==> src/rtl/manch_pkg.sv <==
// manch_pkg: shared state type, ISO 14443-A timing defaults and odd-parity helper
package manch_pkg;
  typedef enum logic [2:0] {S_IDLE, S_SOF, S_DATA, S_PAR, S_EOF} state_t;
  localparam int ISO_SC_DIV = 8;
  localparam int ISO_SC_PER_HALF = 4;
  function automatic logic odd_par(input logic [7:0] b);
    return ~^b;
  endfunction
endpackage

==> src/rtl/manch_tick_gen.sv <==
// manch_tick_gen: subcarrier (next-clock level, for registering) plus half-bit and bit end ticks
module manch_tick_gen import manch_pkg::*; #(
  parameter int SC_DIV = ISO_SC_DIV,
  parameter int SC_PER_HALF = ISO_SC_PER_HALF
) (
  input  logic clk,
  input  logic rst,
  input  logic start,
  input  logic run,
  output logic sc,
  output logic hb_tick,
  output logic bit_tick
);
  localparam int HB = 2 * SC_DIV * SC_PER_HALF;
  localparam int SW = SC_DIV > 1 ? $clog2(SC_DIV) : 1;
  localparam int HW = $clog2(HB);
  logic [SW-1:0] sc_cnt;
  logic [HW-1:0] hb_cnt;
  logic sc_q, half;
  assign hb_tick = run && hb_cnt == HW'(HB - 1);
  assign bit_tick = hb_tick && half;
  assign sc = start || (run && (sc_cnt == SW'(SC_DIV - 1) ? !sc_q : sc_q));
  always_ff @(posedge clk) begin
    sc_q <= !rst && sc;
    if (rst || start || !run) begin
      sc_cnt <= '0;
      hb_cnt <= '0;
      half <= 1'b0;
    end else begin
      sc_cnt <= sc_cnt == SW'(SC_DIV - 1) ? '0 : sc_cnt + 1'b1;
      hb_cnt <= hb_tick ? '0 : hb_cnt + 1'b1;
      half <= hb_tick ? !half : half;
    end
  end
endmodule

==> src/rtl/manch_frame_enc.sv <==
// manch_frame_enc: ISO 14443-A card-to-reader Manchester frame encoder with SOF, odd parity and EOF
module manch_frame_enc import manch_pkg::*; #(
  parameter int SC_DIV = ISO_SC_DIV,
  parameter int SC_PER_HALF = ISO_SC_PER_HALF,
  parameter int MODE = 1
) (
  input  logic       clk,
  input  logic       rst,
  input  logic       in_valid,
  input  logic [7:0] in_data,
  input  logic       in_last,
  output logic       in_ready,
  input  logic       parity_en,
  output logic       busy,
  output logic       underrun,
  output logic       env,
  output logic       out_data
);
  state_t state, state_n;
  logic [7:0] byte_q, byte_n, hold_q, hold_n;
  logic [2:0] idx_q, idx_n;
  logic last_q, last_n, par_en_q, par_en_n, hold_last_q, hold_last_n, hold_v_q, hold_v_n;
  logic sc, hb_tick, bit_tick, accept, win, fin, cur_b, nxt_b, env_n, under_n;
  manch_tick_gen #(.SC_DIV(SC_DIV), .SC_PER_HALF(SC_PER_HALF)) u_tick (
    .clk(clk), .rst(rst), .start(state == S_IDLE && accept), .run(busy),
    .sc(sc), .hb_tick(hb_tick), .bit_tick(bit_tick)
  );
  assign busy = state != S_IDLE;
  assign win = !last_q && (state == S_PAR || (state == S_DATA && idx_q == 3'd7 && !par_en_q));
  assign in_ready = state == S_IDLE || (win && !hold_v_q);
  assign accept = in_valid && in_ready;
  assign fin = bit_tick && win;
  assign cur_b = state == S_SOF || (state == S_DATA && byte_q[idx_q]) || (state == S_PAR && odd_par(byte_q));
  assign nxt_b = state_n == S_SOF || (state_n == S_DATA && byte_n[idx_n]) || (state_n == S_PAR && odd_par(byte_n));
  assign env_n = state == S_IDLE || bit_tick ? nxt_b : hb_tick ? state != S_EOF && !cur_b : env;
  always_comb begin
    state_n = state;
    byte_n = byte_q;
    idx_n = idx_q;
    last_n = last_q;
    par_en_n = par_en_q;
    hold_n = hold_q;
    hold_last_n = hold_last_q;
    hold_v_n = hold_v_q;
    under_n = 1'b0;
    if (state == S_IDLE && accept) begin
      state_n = S_SOF;
      byte_n = in_data;
      idx_n = 3'd0;
      last_n = in_last;
      par_en_n = parity_en;
    end else if (fin && (hold_v_q || accept)) begin
      state_n = S_DATA;
      byte_n = hold_v_q ? hold_q : in_data;
      last_n = hold_v_q ? hold_last_q : in_last;
      idx_n = 3'd0;
      hold_v_n = 1'b0;
    end else if (fin) begin
      state_n = S_EOF;
      under_n = 1'b1;
    end else begin
      if (accept) begin
        hold_n = in_data;
        hold_last_n = in_last;
        hold_v_n = 1'b1;
      end
      if (bit_tick) begin
        state_n = state == S_SOF ? S_DATA :
                  state == S_DATA && idx_q != 3'd7 ? S_DATA :
                  state == S_DATA && par_en_q ? S_PAR :
                  state == S_EOF ? S_IDLE : S_EOF;
        idx_n = state == S_DATA ? idx_q + 3'd1 : 3'd0;
      end
    end
  end
  always_ff @(posedge clk) begin
    if (rst) begin
      state <= S_IDLE;
      byte_q <= '0;
      idx_q <= '0;
      last_q <= 1'b0;
      par_en_q <= 1'b0;
      hold_q <= '0;
      hold_last_q <= 1'b0;
      hold_v_q <= 1'b0;
      env <= 1'b0;
      out_data <= 1'b0;
      underrun <= 1'b0;
    end else begin
      state <= state_n;
      byte_q <= byte_n;
      idx_q <= idx_n;
      last_q <= last_n;
      par_en_q <= par_en_n;
      hold_q <= hold_n;
      hold_last_q <= hold_last_n;
      hold_v_q <= hold_v_n;
      env <= env_n;
      out_data <= MODE != 0 ? env_n && sc : env_n;
      underrun <= under_n;
    end
  end
endmodule

==> config.mk <==
export PLATFORM = sky130hd
export DESIGN_NAME = manch_frame_enc
export DESIGN_NICKNAME = d
export VERILOG_FILES = /design/src/rtl/manch_pkg.sv /design/src/rtl/manch_tick_gen.sv /design/src/rtl/manch_frame_enc.sv
export SDC_FILE = /design/constraint.sdc
export NUM_CORES = 1
export LEC_CHECK = 0
export BUFFER_PORTS_ARGS = -buffer_cell sky130_fd_sc_hd__buf_2
export CAP_MARGIN = 20
export CORE_UTILIZATION = 36
export CTS_BUF_LIST = sky130_fd_sc_hd__clkbuf_8
export CTS_CLUSTER_DIAMETER = 40
export DETAILED_ROUTE_END_ITERATION = 8
export PLACE_DENSITY_LB_ADDON = 0.08
export SETUP_SLACK_MARGIN = 0.02
export SLEW_MARGIN = 5
export SYNTH_ARGS = -nofsm -noshare
export SYNTH_HDL_FRONTEND = slang
export SYNTH_SLANG_ARGS = --single-unit
export TNS_END_PERCENT = 20
==> constraint.sdc <==
create_clock -name clk -period 7.5 [get_ports clk]
set_input_delay 1.125 -clock clk [delete_from_list [all_inputs] [get_ports clk]]
set_output_delay 1.125 -clock clk [all_outputs]
set_load 0.02 [all_outputs]
==> impl.org <==
** GRT
- Global route overflow :: 0
- Global-route wire length before repair :: 9580 um
- The number of antenna violations at the first check in global routing was 0.
- Entering global routing, the biggest net connects 36 pins.
- Across every metal layer, demand over resource in global routing totals 0.191.
- The via count of the first global-routing pass is 1828.

** Yosys
- Area share of the largest cell type after synthesis :: 0.345
- Share of synthesized area spent on multiplexers :: 0.0712
- During synthesis, Yosys emitted a total of 0 warnings.
- In this run, synthesis produced a sequential element count of 40.
- The share of the Yosys chip area taken by registers is 0.345.
- In this run, synthesis inferred 0 flip-flops with an integrated enable.
- Post-Synth Adder-Cell Area :: 0.0270
- Ranked by total cell area, the synthesized netlist is headed by sky130_fd_sc_hd__dfxtp_1 35%, sky130_fd_sc_hd__nor2_1 6.6%, sky130_fd_sc_hd__mux2i_1 5.2%.
- Number of distinct library cells after synthesis :: 60
- Synthesis produced 268 cells.
- The commonest cells after synthesis are 41 x sky130_fd_sc_hd__nor2_1, 40 x sky130_fd_sc_hd__dfxtp_1, 19 x sky130_fd_sc_hd__a21oi_1.
- Main combinational cell family by area after synthesis :: simple AND/OR/NAND/NOR gates
- Syn nets :: 286
- Proportion of synthesized flip-flops having asynchronous set or reset :: 0
- Synth Area in Simple Gates :: 0.239
- The biggest area contributor in the post-synthesis netlist is sky130_fd_sc_hd__dfxtp_1.
- The average instance in the mapped netlist occupies 8.65 um^2.
- After synthesis the cells add up to 2320 um^2.
- Count leader, synth :: sky130_fd_sc_hd__nor2_1
- The synthesized-area fraction occupied by ao, oa, aoi and oai cells was 0.194.
- Of the total synthesized cell area, the portion taken by XOR and XNOR cells is 0.0702.
- Among all flip-flop cells after synthesis, the most frequent one is sky130_fd_sc_hd__dfxtp_1.

** Routing
- Total via count in the routed design :: 1947
- Drt first pass iters :: 5
- Once detail routing completed, the nets flagged for antenna violations numbered 0.
- Routed vias/inst :: 5.48
- DRC violation count after routing :: 0
- WL/cell :: 16.6 um
- The first routing iteration left 127 violations.
- Final wirelength :: 5890 um

** Setup path
- Highest cell delay on the worst timing path :: 0.49 ns
- Critical-path maximum fanout :: 10
- Buffers & Inverters on Critical Path :: 0
- The worst setup path is launched from a register.
- For the worst setup path, the data required time is 7.65 ns.
- Worst setup slack for register-to-register paths :: 4.10 ns
- For this design, the slowest cell found on the critical path is sky130_fd_sc_hd__dfxtp_1.
- The kind of cell with the highest combined delay along the critical path is compound AO/OA/AOI/OAI gates.
- Data arrives at the worst endpoint at 3.55 ns.
- The worst setup path is captured at a register.
- The setup path with the least slack is of type register to register.
- Most prevalent standard cell on the critical path :: sky130_fd_sc_hd__ha_1
- Ordered list of cells on the worst path :: ha_1 > ha_1 > nor2b_1 > o2111ai_2 > o21ai_0 > o221a_2 > xor2_1 > xnor3_1 > and3_1 > o21ai_2 > a21oi_1

** Timing
- RSZ-0062 raised after global routing :: no
- Measured against its own limit, the worst slew margin works out to 0.507.
- The hold violation total from the final report was 0.
- Worst hold-check slack :: 0.442 ns
- The total count of max-transition violations in the final report came to 0.
- Measured slew at the worst slew-check pin :: 0.737 ns
- Final clock skew :: 0.00528 ns
- Part of the cycle the worst path needs :: 0.453
- Post-layout minimum cycle time :: 3.40 ns
- Setup slack on the critical path of the routed design comes to 4.10 ns.
- In the final timing run, aggregate negative setup slack is 0 ns.
- Top achievable clock speed :: 0.294 GHz
- Total setup violations reported at the end of the flow :: 0

** Power and ir drop
- Clock group share of total power :: 0.279
- Worst-case vdd ir drop :: 0.103 mV
- Cell internal power was estimated by the tool at 342 uW.
- The analysis attributes to net switching a power of 157 uW.
- Share of total power in sequential cells :: 0.486
- Sw frac :: 0.315
- Power spread over the standard cell area amounts to 198 nW/um^2.
- Of the total power, combinational logic draws 0.235.
- Static leakage :: 0.00104 uW

** Placement
- Placement-stage worst setup slack :: 4.06 ns
- GPL Wtd Cong :: 0.857
- IO Port Bufs :: 17
- Detail Placement HPWL :: 4310 um

** Job
- The tool flagged a number of max-cap violations equal to 0.

** Cells and area
- Measured on the finished design, the core utilization comes to 0.415.
- After the last flow step, the layout net total stands at 298.
- 0 antenna diodes ended up in the layout.
- Relative to the synthesized area, the layout overhead comes to 8.36%.
- In the final layout, the multi-input gates occupy 1400 um^2.
- Fill cell total of the finished layout :: 637
- In the final layout, the share of cells above drive strength 1 is 0.161.
- Area of all sequential standard cells :: 801 um^2

** CTS
- CTS sink cnt :: 40
- Cts hold-fix bufs :: 0
- CTS H-tree lvls :: 2
- Post-CTS timing repair inserted 0 buffers for setup.
- TritonCTS created 5 clock buffers.
- Clock latency on the worst-skew pair :: 0.29 ns
- No sink is reached through more buffers than the 2 on the longest clock path.
- Worst-path clk slew :: 0.08 ns
- The root buffer cell chosen for the clock tree is sky130_fd_sc_hd__clkbuf_8.
- TritonCTS clock tree :: done
- Post-CTS sizing :: 0

** Floorplan
- Effective utilization at floorplan :: 0.383
- The floorplan step set the die height to 82.3 um.
- 18 I/O pins were placed.
- From left edge to right edge, the die measures 82.3 um.
- Core area :: 6060 um^2
- The die covers 6770 um^2.
- Number of core rows :: 28

** Outcome
- Run status :: complete, no violations

** Hold path
- The min-delay analysis places its worst path in the category register to register.
==> power by group through the flow <==
stage | Sequential [uW] | Clock, uW | Combinational (uW)
final | 242 | 139 | 117
after global routing | 244 | 154 | 129
after CTS | 242 | 144 | 118
after detailed placement | 247 | 0 | 118
after global placement | 247 | 0 | 118
after floorplan | 241 | 0 | 92.8
==> metal layers <==
metal	routed length [um]	global-route usage
met1	3070	0.277
met2	2520	0.286
met3	211	0.0319
met4	91	0.0596
met5	0	0
==> metrics by stage <==
step	area (um^2)	cells	total power (uW)
2_1_floorplan	2320	268	334
3_3_place_gp	2430	348	365
3_5_place_dp	2430	348	364
4_1_cts	2510	355	505
5_1_grt	2510	355	527
6_report	2510	355	498
==> worst paths after layout <==
check / start / endpoint / cells past startpoint
worst min-delay path: u_tick.sc_cnt[0] / u_tick.sc_cnt[0] / 1
worst max register to register: idx_q[0] / env / 11
worst max-delay path: idx_q[0] / env / 11
worst min register to register: u_tick.sc_cnt[0] / u_tick.sc_cnt[0] / 1
==> cell usage in the layout (no fill, tap or decap), types with 2 or more instances in the layout <==
cell type,netlist,routed
sky130_fd_sc_hd__and2_1,5,5
sky130_fd_sc_hd__xnor2_1,11,11
sky130_fd_sc_hd__nor2b_1,4,4
sky130_fd_sc_hd__nand4_1,2,2
sky130_fd_sc_hd__or2_2,2,2
sky130_fd_sc_hd__o21ai_0,10,10
sky130_fd_sc_hd__mux4_2,2,2
sky130_fd_sc_hd__nand2_1,12,12
sky130_fd_sc_hd__mux2i_1,12,12
sky130_fd_sc_hd__o211ai_1,4,4
sky130_fd_sc_hd__clkbuf_8,0,5
sky130_fd_sc_hd__o211a_1,3,3
sky130_fd_sc_hd__a211oi_1,3,3
sky130_fd_sc_hd__a31oi_1,2,2
sky130_fd_sc_hd__a21oi_1,19,19
sky130_fd_sc_hd__buf_2,1,17
sky130_fd_sc_hd__o22ai_1,2,2
sky130_fd_sc_hd__nor4b_1,3,3
sky130_fd_sc_hd__nor3_1,10,10
sky130_fd_sc_hd__nor2_1,41,41
sky130_fd_sc_hd__nand2b_1,2,2
sky130_fd_sc_hd__nor4_1,3,3
sky130_fd_sc_hd__inv_1,12,12
sky130_fd_sc_hd__nor3b_1,2,2
sky130_fd_sc_hd__o221a_2,2,2
sky130_fd_sc_hd__o221ai_1,2,2
sky130_fd_sc_hd__dfxtp_1,40,40
sky130_fd_sc_hd__ha_1,5,5
sky130_fd_sc_hd__xor2_1,5,5
sky130_fd_sc_hd__o21ai_2,3,3
sky130_fd_sc_hd__nand3_1,7,7
==> logic make-up after synthesis <==
group | count (synthesis)
multiplexers | 14
AO/OA/AOI/OAI | 62
flip-flops | 40
buffers and inverters | 26
XOR/XNOR | 17
adder cells (fa/ha/maj) | 5
AND/OR/NAND/NOR | 104
==> layout make-up <==
type	count	area share
Clock inverter	2	0.00498
Tap cell	75	0.0374
Clock buffer	5	0.0274
Multi-Input combinational cell	202	0.555
Timing Repair Buffer	18	0.0369
Inverter	13	0.0194
Sequential cell	40	0.319
==> flip-flops by register name, indices dropped and copies added, names as in the netlist, 3 cells and up <==
name,flops
u_tick.sc_cnt,3
u_tick.hb_cnt,6
byte_q,8
idx_q,3
hold_q,8
state,3
Power figures use the tool's default switching activity.
